**src/rtl/fpga_robots_game_pkg.sv**
```systemverilog
// ----------------------------------------------------------------------------
// fpga_robots_game_pkg : shared state codes and 32MHz default timing (rev 1.0)
// ----------------------------------------------------------------------------
`default_nettype none

package fpga_robots_game_pkg;

   typedef enum logic [2:0] {
      LS_RST_ALL = 3'd0,
      LS_WAIT1   = 3'd1,
      LS_RST2    = 3'd2,
      LS_WAIT2   = 3'd3,
      LS_SETTLE  = 3'd4,
      LS_RUN     = 3'd5
   } lock_state_e;

   localparam int DEF_SYNC_STAGES    = 2;
   localparam int DEF_RST_CYCLES     = 8;
   localparam int DEF_STABLE_CYCLES  = 1024;
   localparam int DEF_TIMEOUT_CYCLES = 65536;
   localparam int DEF_SETTLE_CYCLES  = 256;
   localparam int DEF_CW             = 17;

   localparam logic [3:0] RETRY_MAX  = 4'd15;

endpackage

`default_nettype wire

```
**src/rtl/fpga_robots_game_sync.sv**
```systemverilog
// ----------------------------------------------------------------------------
// fpga_robots_game_sync : N-stage single-bit synchronizer (rev 1.0)
// ----------------------------------------------------------------------------
`default_nettype none

module fpga_robots_game_sync #(
   parameter int STAGES = 2
) (
   input  logic clk,
   input  logic rst,
   input  logic d,
   output logic q
);

   logic [STAGES-1:0] sync_q;
   logic [STAGES-1:0] sync_d;

   always_comb begin
      sync_d = {sync_q[STAGES-2:0], d};
   end

   always_ff @(posedge clk) begin
      if (rst) begin
         sync_q <= '0;
      end else begin
         sync_q <= sync_d;
      end
   end

   assign q = sync_q[STAGES-1];

endmodule

`default_nettype wire

```
**src/rtl/fpga_robots_game_lock_seq.sv**
```systemverilog
// ----------------------------------------------------------------------------
// fpga_robots_game_lock_seq : two-PLL reset/lock bring-up sequencer (rev 1.0)
// ----------------------------------------------------------------------------
`default_nettype none

module fpga_robots_game_lock_seq
   import fpga_robots_game_pkg::*;
#(
   parameter int SYNC_STAGES    = DEF_SYNC_STAGES,
   parameter int RST_CYCLES     = DEF_RST_CYCLES,
   parameter int STABLE_CYCLES  = DEF_STABLE_CYCLES,
   parameter int TIMEOUT_CYCLES = DEF_TIMEOUT_CYCLES,
   parameter int SETTLE_CYCLES  = DEF_SETTLE_CYCLES,
   parameter int CW             = DEF_CW
) (
   input  logic       clk,
   input  logic       rst,
   input  logic       lock1,
   input  logic       lock2,
   output logic       pll1_rst,
   output logic       pll2_rst,
   output logic       ready,
   output logic [2:0] state,
   output logic [3:0] retry_count
);

   logic          lock1_s;
   logic          lock2_s;
   lock_state_e   state_q,    state_d;
   logic [CW-1:0] cnt_q,      cnt_d;
   logic [CW-1:0] stab_q,     stab_d;
   logic [3:0]    retry_q,    retry_d;
   logic          pll1_rst_q, pll1_rst_d;
   logic          pll2_rst_q, pll2_rst_d;
   logic          ready_q,    ready_d;
   logic [CW-1:0] cnt_inc;
   logic          lock_loss;
   logic          bump;

   fpga_robots_game_sync #(.STAGES(SYNC_STAGES)) u_sync_lock1 (
      .clk (clk),
      .rst (rst),
      .d   (lock1),
      .q   (lock1_s)
   );

   fpga_robots_game_sync #(.STAGES(SYNC_STAGES)) u_sync_lock2 (
      .clk (clk),
      .rst (rst),
      .d   (lock2),
      .q   (lock2_s)
   );

   always_comb begin
      state_d   = state_q;
      retry_d   = retry_q;
      cnt_inc   = cnt_q + CW'(1);
      cnt_d     = cnt_inc;
      stab_d    = '0;
      bump      = 1'b0;
      // PLL 2 runs from PLL 1, so losing lock1 invalidates everything downstream
      lock_loss = (!lock1_s && (state_q inside {LS_RST2, LS_WAIT2, LS_SETTLE, LS_RUN}))
               || (!lock2_s && (state_q inside {LS_SETTLE, LS_RUN}));

      case (state_q)
         LS_RST_ALL: begin
            if (cnt_inc == CW'(RST_CYCLES)) state_d = LS_WAIT1;
         end
         LS_WAIT1: begin
            stab_d = lock1_s ? stab_q + CW'(1) : '0;
            if (stab_d == CW'(STABLE_CYCLES)) begin
               state_d = LS_RST2;
            end else if (cnt_inc == CW'(TIMEOUT_CYCLES)) begin
               state_d = LS_RST_ALL;
               bump    = 1'b1;
            end
         end
         LS_RST2: begin
            if (cnt_inc == CW'(RST_CYCLES)) state_d = LS_WAIT2;
         end
         LS_WAIT2: begin
            stab_d = lock2_s ? stab_q + CW'(1) : '0;
            if (stab_d == CW'(STABLE_CYCLES)) begin
               state_d = LS_SETTLE;
            end else if (cnt_inc == CW'(TIMEOUT_CYCLES)) begin
               state_d = LS_RST_ALL;
               bump    = 1'b1;
            end
         end
         LS_SETTLE: begin
            if (cnt_inc == CW'(SETTLE_CYCLES)) state_d = LS_RUN;
         end
         LS_RUN: begin
            state_d = LS_RUN;
         end
         default: begin
            state_d = LS_RST_ALL;
         end
      endcase

      if (lock_loss) begin
         state_d = LS_RST_ALL;
         bump    = 1'b1;
      end

      if (bump && (retry_q != RETRY_MAX)) retry_d = retry_q + 4'd1;

      if (state_d != state_q) begin
         cnt_d  = '0;
         stab_d = '0;
      end else if (state_q == LS_RUN) begin
         cnt_d  = cnt_q;
      end

      // Outputs are decoded from the next state so they change with the state register
      pll1_rst_d = (state_d == LS_RST_ALL);
      pll2_rst_d = (state_d inside {LS_RST_ALL, LS_WAIT1, LS_RST2});
      ready_d    = (state_d == LS_RUN);
   end

   always_ff @(posedge clk) begin
      if (rst) begin
         state_q    <= LS_RST_ALL;
         cnt_q      <= '0;
         stab_q     <= '0;
         retry_q    <= '0;
         pll1_rst_q <= 1'b1;
         pll2_rst_q <= 1'b1;
         ready_q    <= 1'b0;
      end else begin
         state_q    <= state_d;
         cnt_q      <= cnt_d;
         stab_q     <= stab_d;
         retry_q    <= retry_d;
         pll1_rst_q <= pll1_rst_d;
         pll2_rst_q <= pll2_rst_d;
         ready_q    <= ready_d;
      end
   end

   assign pll1_rst    = pll1_rst_q;
   assign pll2_rst    = pll2_rst_q;
   assign ready       = ready_q;
   assign state       = state_q;
   assign retry_count = retry_q;

endmodule

`default_nettype wire

```
**config.mk**
```make
export PLATFORM = sky130hd
export DESIGN_NAME = fpga_robots_game_lock_seq
export DESIGN_NICKNAME = d
export VERILOG_FILES = /design/src/rtl/fpga_robots_game_pkg.sv /design/src/rtl/fpga_robots_game_sync.sv /design/src/rtl/fpga_robots_game_lock_seq.sv
export SDC_FILE = /design/constraint.sdc
export NUM_CORES = 1
export LEC_CHECK = 0
export BUFFER_PORTS_ARGS = -buffer_cell sky130_fd_sc_hd__clkbuf_2
export CORE_ASPECT_RATIO = 1.5
export CORE_MARGIN = 10
export CORE_UTILIZATION = 47
export CTS_CLUSTER_DIAMETER = 200
export DETAILED_ROUTE_END_ITERATION = 10
export SYNTH_ARGS = -nofsm -noshare
export SYNTH_HDL_FRONTEND = slang
export SYNTH_SLANG_ARGS = --single-unit
```
**constraint.sdc**
```tcl
create_clock -name clk -period 8.4 [get_ports clk]
set_clock_uncertainty 0.15 [all_clocks]
set_input_delay 1.68 -clock clk [delete_from_list [all_inputs] [get_ports clk]]
set_output_delay 1.68 -clock clk [all_outputs]
set_load 0.01 [all_outputs]
```
==> out/qor.csv, run 1 <==
metric;value;unit
Worst Max-Slew Pin Slew;1.01;ns
worst setup path category;flip-flop to flip-flop;
Unique masters post-synth;61;
register share of total power;52.6;%
Post-Syn Instances;375;
setup tns final;0;ns
minimum clock period;4.22;ns
Seq/Total Area, Yosys;31.4;%
CP endpoint kind;flip-flop;
Core ar.;6400;µm²
die height;119;µm
critical path's slowest cell;a311oi_4;
Power per Cell Area;148;nW/µm²
Die ar.;10200;µm²
GRT Residual Overflow;0;
Buf+Inv Stages, Crit Path;1;
Root Driver;clkbuf_8;
clk slew on worst S/H paths;0.09;ns
first-pass GRT wire length;11.5;mm
Mapped Avg Cell Area;8.16;µm²
# IOs;14;
Die W;85.9;µm
Mapped Nets;385;
port bufs;13;
number of global-route vias before repair;2536;
Syn Std Cell Area;3060;µm²
synth warn;0;
Crit Path Max Fanout;21;
CTS sink cnt;48;
DR pass1 iterations;5;
ranking of synthesized cells by area;dfxtp_1 31%, xnor2_1 7.7%, nor2_1 5.2%;
number of synthesized flops with an enable pin;0;
area delta synth->final;4.79;%
family with the most delay on the worst path;simple AND/OR/NAND/NOR gates;
Rel. slew slack;32.4;%
max-slew violations;0;
routed length per instance;14.8;µm
detailed router's first-iteration violation count;118;
PostCTS Resize Cnt;0;
clk_lat worst skew;0.31;ns
initial antenna violation count;0;
Final Hold Viols;0;
clock group share of total power;30.7;%
status;finished clean;
biggest area consumer among synthesized cells;dfxtp_1;
Gate power share;16.7;%
Internal Power;0.000336;W
drc violations;0;
WP data arrival;4.27;ns
Filler cells;641;
max cap viols;0;
crit-path cells;ha_1, nand3_1, nor4_1, mux2i_1, nand2_1, or3_1, or2_1, a311oi_4, buf_4, and4bb_2;
Placed Area;3110;µm²
Final ANT Viol Nets;0;
largest net degree at the start of global routing;24;
layout cells sized above 1;9.84;%
Synth Flop Type;dfxtp_1;
gr usage total;13.3;%
CTS tree;done;
CTS Buffer Depth;2;
detailed-placement wirelength estimate;4.91;mm
buffer count from post-CTS setup fixing;0;
Peak VDD IR;0.0785;mV
starting density of the core;47.8;%
Max Clk Rate;237;MHz
Num CTS Buffers;5;
Pleak;1.17;nW
Sw Share;29.2;%
final setup violation count;0;
Final nets;385;
htree depth;2;
Tcrit/Tclk final;50.2;%
Final Cell Area;3210;µm²
Synth Register Bits;48;
CP max stage delay;0.71;ns
drt via density;5.81;
Placer Congestion;0.827;
antenna fix cells;0;
# rows;36;
switching power;0.000139;W
hold_buf cts;0;
CP Launch Type;flip-flop;
commonest non-fill, non-tap cell in the layout;dfxtp_1;
worst hold path type;flip-flop to flip-flop;
Req. time, crit path;8.46;ns
Yosys top cell area share;31.4;%
DRT Wirelength;6.70;mm
detailed-route via count;2628;
RSZ-0062 raised after global routing;no;
most frequent cells in the layout;48 x dfxtp_1, 42 x nor2_1, 36 x nand2_1;
ys async rst share;0;%
sequential cells by signal, summed over array words and instances (netlist names):
register / flops
cnt_q: 17
stab_q: 17
retry_count: 4
state: 3
u_sync_lock1.sync_q: 2
u_sync_lock2.sync_q: 2
pll1_rst: 1
pll2_rst: 1
ready: 1
logic make-up after synthesis:
| logic type | after synthesis | synth area share, % |
|---|---|---|
| adders and majority gates | 6 | 2.45 |
| xor gates and xnor gates | 40 | 11.5 |
| buffers and inverters | 36 | 5.85 |
| and+or+nand+nor | 193 | 34.0 |
| DFF | 48 | 31.4 |
| muxes | 4 | 1.35 |
| AOI/OAI and AO/OA | 48 | 13.5 |
metal layers:
| metal | share of wire [%] | vias up | GRT usage (%) | wire length [µm] |
|---|---|---|---|---|
| li1 | - | 1345 | - | - |
| met2 | 53 | 31 | 23.9 | 3580 |
| met4 | 2.1 | 0 | 5.68 | 141 |
| met1 | 42 | 1240 | 14.9 | 2820 |
| met5 | 0 | - | 0 | 0 |
| met3 | 2.3 | 12 | 1.91 | 157 |
power groups by stage:
stage | clock network [W] | registers, W | logic, W
3_3_place_gp | 0 | 0.000255 | 0.0000796
5_1_grt | 0.000159 | 0.000251 | 0.0000895
3_5_place_dp | 0 | 0.000255 | 0.0000801
2_1_floorplan | 0 | 0.000255 | 0.0000555
4_1_cts | 0.000152 | 0.000250 | 0.0000805
6_report | 0.000146 | 0.000250 | 0.0000794
Yosys cell counts, drive strengths merged, types with 3 or more instances:
master	instances
o21bai	5
o31a	3
xor2	13
and4bb	3
xnor2	27
nor2	42
a211oi	3
buf	9
nor3	9
inv	14
or3b	3
nand3	29
o2111ai	4
a21oi	6
nand2	36
mux2i	3
or4	4
and3	3
or2	5
nand4	12
and4b	5
clkbuf	13
a31oi	3
dfxtp	48
ha	6
and2	4
nor2b	8
or3	5
and4	3
nand2b	4
nor4	11
worst paths after layout:
path | start | end | slack (ns) | cells after the start
setup / recovery | stab_q[1] | stab_q[12] | 4.18 | 10
hold / removal | u_sync_lock2.sync_q[0] | u_sync_lock2.sync_q[1] | 0.30 | 1
setup reg to reg | stab_q[1] | stab_q[12] | 4.18 | 10
hold reg to reg | u_sync_lock2.sync_q[0] | u_sync_lock2.sync_q[1] | 0.30 | 1
stage by stage:
step	instances	hold WS, ns	total power, W	utilization (%)	setup slack (ns)
after floorplan	375	0.264	0.000310	-	5.00
after global routing	452	0.315	0.000499	50.1	3.70
after detailed placement	444	0.287	0.000335	48.7	4.22
after CTS	452	0.307	0.000482	50.1	4.20
final	452	0.301	0.000475	50.1	4.18
after global placement	444	0.266	0.000335	48.7	4.30
layout make-up:
cell class,instances,area (µm²),area share [%]
multi-input cells,291,1920,60.0
flip-flops and latches,48,961,30.0
well taps,76,95.1,2.97
clock buffers,7,86.3,2.69
repair buffers,15,80.1,2.50
inverters,14,52.6,1.64
clock inverters,1,7.51,0.234
worst reg2reg max path, cell delays in order (launching register included):
cell and delay, ns:
dfxtp_1 0.45, ha_1 0.27, nand3_1 0.26, nor4_1 0.55, mux2i_1 0.35, nand2_1 0.10
or3_1 0.37, or2_1 0.28, a311oi_4 0.71, buf_4 0.37, and4bb_2 0.27
Note: power is estimated with default switching activity, not from simulation.
==> run 2, diff against run 1 <==
clock period = 4.1 ns   (was 8.4 ns; I/O delays follow)
==> run 2 against run 1 <==
Against the previous run: clock power increased by 110%; die area unchanged; critical path depth increased by 1; critical endpoint is now cnt_q[1]; count of clock-buffer cells in the layout unchanged; sequential power increased by 100%; setup slack got worse by 3.8 ns; flip-flop and latch count unchanged; sequential share of layout area decreased by 0.37 points; highest routed layer unchanged; final cell count increased by 0.88%.
==> out/qor.csv, run 2 (same netlist as run 1, synthesis figures left out) <==
metric;value;unit
clk slew on worst S/H paths;0.08;ns
port bufs;13;
WHS;0.294;ns
clk_lat worst skew;0.29;ns
max cap viols;0;
Filler cells;659;
Max Clk Rate;272;MHz
htree depth;2;
setup tns final;0;ns
worst setup path category;flip-flop to flip-flop;
CP endpoint kind;flip-flop;
Final ANT Viol Nets;0;
RSZ-0062 raised after global routing;no;
PostCTS Resize Cnt;0;
antenna fix cells;0;
Pleak;1.21;nW
multi-input combinational cell area;1920;µm²
gr usage total;13.4;%
Tot Pwr;0.000975;W
routed length per instance;14.9;µm
first-pass GRT wire length;11.7;mm
Final Hold Viols;0;
Final nets;390;
register area;961;µm²
hold_buf cts;0;
initial antenna violation count;0;
Die ar.;10200;µm²
DRT Wirelength;6.79;mm
layout cells sized above 1;11.1;%
GRT Residual Overflow;0;
drt via density;5.74;
buffer count from post-CTS setup fixing;0;
Core ar.;6400;µm²
worst hold path type;flip-flop to flip-flop;
Power per Cell Area;300;nW/µm²
number of global-route vias before repair;2556;
starting density of the core;47.8;%
Root Driver;clkbuf_8;
WP data arrival;3.71;ns
drc violations;0;
CTS sink cnt;48;
detailed router's first-iteration violation count;94;
Die W;85.9;µm
CP Launch Type;flip-flop;
CTS tree;done;
Placer Congestion;0.830;
# rows;36;
commonest non-fill, non-tap cell in the layout;dfxtp_1;
max-slew violations;0;
Req. time, crit path;4.14;ns
Worst Max-Slew Pin Slew;0.999;ns
largest net degree at the start of global routing;23;
CTS Buffer Depth;2;
minimum clock period;3.68;ns
detailed-placement wirelength estimate;5.03;mm
Post-Route Utilization;50.7;%
Crit Path Max Fanout;15;
die height;119;µm
DR pass1 iterations;4;
Peak VDD IR;0.227;mV
Num CTS Buffers;5;
most frequent cells in the layout;48 x dfxtp_1, 42 x nor2_1, 36 x nand2_1;
final setup violation count;0;
status;finished clean;
Rel. slew slack;33.2;%
area delta synth->final;6.09;%
detailed-route via count;2617;
# IOs;14;
Tcrit/Tclk final;89.7;%
## run 2: routing by layer
metal / vias up / part of all wire [%] / GRT usage [%]
li1: 1354 / - / -
met1: 1227 / 43 / 14.2
met2: 28 / 53 / 25.3
met3: 8 / 1.6 / 1.91
met4: 0 / 1.8 / 5.17
met5: - / 0 / 0
## run 2: power by group
part	internal, W	switching [W]
Sequential	0.000487	0.0000247
Combinational	0.0000647	0.0000984
Clock	0.000150	0.000150
Total	0.000702	0.000273
## run 2: path summary, 6_finish.rpt
path | from | endpoint | slack [ns] | depth (start not counted)
worst min-delay path | u_sync_lock2.sync_q[0] | u_sync_lock2.sync_q[1] | 0.29 | 1
worst max-delay path | stab_q[1] | cnt_q[1] | 0.42 | 11
worst min register to register | u_sync_lock2.sync_q[0] | u_sync_lock2.sync_q[1] | 0.29 | 1
worst max register to register | stab_q[1] | cnt_q[1] | 0.42 | 11
## run 2: cell type report
class                           instances  area share, %
Clock buffer                            7           2.97
Inverter                               14           1.62
Multi-Input combinational cell        291           59.3
Sequential cell                        48           29.6
Tap cell                               76           2.93
Timing Repair Buffer                   20           3.62
## run 2: through the flow
stage,std cells,cell area [µm²],setup WS [ns]
2_1_floorplan,375,3060,0.699
3_3_place_gp,449,3150,0.527
3_5_place_dp,449,3150,0.477
4_1_cts,456,3250,0.446
5_1_grt,456,3250,0.138
6_report,456,3250,0.422
## run 2: critical path, stage by stage (launching register included)
cell and delay [ns]:
dfxtp_1 0.43, ha_1 0.27, nand3_1 0.22, nor4_1 0.51, mux2i_1 0.35, nand2_1 0.12
or3_1 0.38, or2_1 0.27, a311oi_4 0.31, buf_4 0.23, buf_4 0.25, nor3b_1 0.07
==> run 3, diff against run 2 <==
BUFFER_PORTS_ARGS = -buffer_cell sky130_fd_sc_hd__buf_2   (was -buffer_cell sky130_fd_sc_hd__clkbuf_2)
CAP_MARGIN = 5   (was default)
MAX_ROUTING_LAYER = met4   (was default)
==> run 3 against run 2 <==
Against the previous run: sequential share of layout area about the same; clock power down 2%; register-to-register slack about the same; flip-flop and latch count unchanged; cell area about the same; maximum frequency down 0.35%; total power down 0.64%; first-iteration DRC count up 54%; sequential power about the same; combinational power about the same.
==> out/qor.csv, run 3 (same netlist as run 1, synthesis figures left out) <==
metric;value;unit
status;finished clean;
# rows;36;
CP Launch Point;stab_q[1];
CTS Buffer Depth;2;
switching power;0.000278;W
worst hold path type;flip-flop to flip-flop;
largest net degree at the start of global routing;33;
Peak VDD IR;0.222;mV
port bufs;13;
buffer count from post-CTS setup fixing;0;
Hold Path Depth;1;
Final ANT Viol Nets;0;
Internal Power;0.000690;W
minimum clock period;3.69;ns
number of global-route vias before repair;2557;
routed length per instance;14.6;µm
max cap viols;0;
hold worst-path end;u_sync_lock2.sync_q[1];
CTS sink cnt;48;
Power per Cell Area;298;nW/µm²
Critical R2R Capture;stab_q[0];
layout cells sized above 1;10.8;%
RSZ-0062 raised after global routing;no;
max-slew violations;0;
worst setup path category;flip-flop to flip-flop;
die height;119;µm
final setup violation count;0;
PostCTS Resize Cnt;0;
Die W;85.9;µm
# IOs;14;
Final Hold Viols;0;
clk slew on worst S/H paths;0.08;ns
Max Clk Rate;271;MHz
clk_lat worst skew;0.31;ns
Final Cell Area;3250;µm²
DRT Wirelength;6.66;mm
gr usage total;13.8;%
Root Driver;clkbuf_8;
register share of total power;52.8;%
CP endpoint kind;flip-flop;
CP Launch Type;flip-flop;
Num CTS Buffers;5;
first-pass GRT wire length;11.7;mm
Reg2Reg Launch Point;stab_q[1];
Filler cells;654;
antenna fix cells;0;
clock group share of total power;30.4;%
detailed router's first-iteration violation count;145;
htree depth;2;
Crit Path Max Fanout;32;
starting density of the core;47.8;%
worst r2r path cells;10;
Pleak;1.20;nW
register area;961;µm²
Gate power share;16.8;%
CTS tree;done;
detailed-placement wirelength estimate;4.89;mm
DR pass1 iterations;4;
Tcrit/Tclk final;90.0;%
Die ar.;10200;µm²
Tot Pwr;0.000968;W
HP Start;u_sync_lock2.sync_q[0];
most frequent cells in the layout;48 x dfxtp_1, 42 x nor2_1, 36 x nand2_1;
area delta synth->final;6.18;%
drc violations;0;
commonest non-fill, non-tap cell in the layout;dfxtp_1;
FF-to-FF setup slack;0.41;ns
initial antenna violation count;0;
Sw Share;28.7;%
GRT Residual Overflow;0;
Rel. slew slack;30.9;%
Final nets;389;
setup tns final;0;ns
Core ar.;6400;µm²
Worst Max-Slew Pin Slew;1.03;ns
hold_buf cts;0;
WP data arrival;3.74;ns
Req. time, crit path;4.15;ns
Placed Area;3150;µm²
multi-input combinational cell area;1920;µm²
Placer Congestion;0.850;
detailed-route via count;2658;
drt via density;5.83;
==> run 3: cell types whose count changed in the layout (fill, tap and decap cells not counted), sizes merged <==
cell,change
clkbuf,-13
buf,+12
clkinvlp,+1
==> run 3: metal layers <==
metal	part of all wire [%]	GRT usage [%]	wire [µm]	up-vias
met4	2.4	6.40	157	0
met3	2.1	2.93	138	14
met2	52	23.8	3460	35
li1	-	-	-	1353
met1	44	14.4	2900	1256
met5	0	-	0	-
==> run 3: power by group through the flow <==
stage          Combinational, W  Clock, W  Sequential, W
2_1_floorplan          0.000114         0       0.000522
3_3_place_gp           0.000163         0       0.000522
3_5_place_dp           0.000163         0       0.000523
4_1_cts                0.000165  0.000308       0.000511
5_1_grt                0.000185  0.000324       0.000516
6_report               0.000163  0.000294       0.000512
==> run 3: critical path, stage by stage (launching register included) <==
cell	delay (ns)
dfxtp_1	0.44
ha_1	0.28
nand3_1	0.22
nor4_1	0.55
mux2i_1	0.34
nand2_1	0.10
or3_1	0.37
or2_1	0.27
a311oi_4	0.38
buf_12	0.24
and4bb_2	0.25
==> run 3: how the worst max path moves through the flow <==
stage / to / slack, ns / depth (start not counted)
floorplan: stab_q[6] / 0.70 / 11
global placement: stab_q[12] / 0.53 / 10
detailed placement: stab_q[12] / 0.42 / 10
CTS: stab_q[0] / 0.40 / 10
global route: stab_q[12] / 0.10 / 10
finish: stab_q[0] / 0.41 / 10
==> run 3: per-stage QoR <==
stage | cells | hold WS, ns | utilization (%) | setup slack (ns)
6_report | 456 | 0.295 | 50.8 | 0.410
5_1_grt | 456 | 0.308 | 50.8 | 0.103
4_1_cts | 456 | 0.302 | 50.8 | 0.399
3_5_place_dp | 448 | 0.278 | 49.3 | 0.424
3_3_place_gp | 448 | 0.268 | 49.3 | 0.529
2_1_floorplan | 375 | 0.264 | - | 0.699
==> run 3: cell type report <==
class / instances / share of cell area (%)
inverters: 14 / 1.62
flip-flops and latches: 48 / 29.6
well taps: 76 / 2.93
clock buffers: 7 / 2.66
clock inverters: 1 / 0.231
repair buffers: 19 / 3.78
multi-input cells: 291 / 59.2
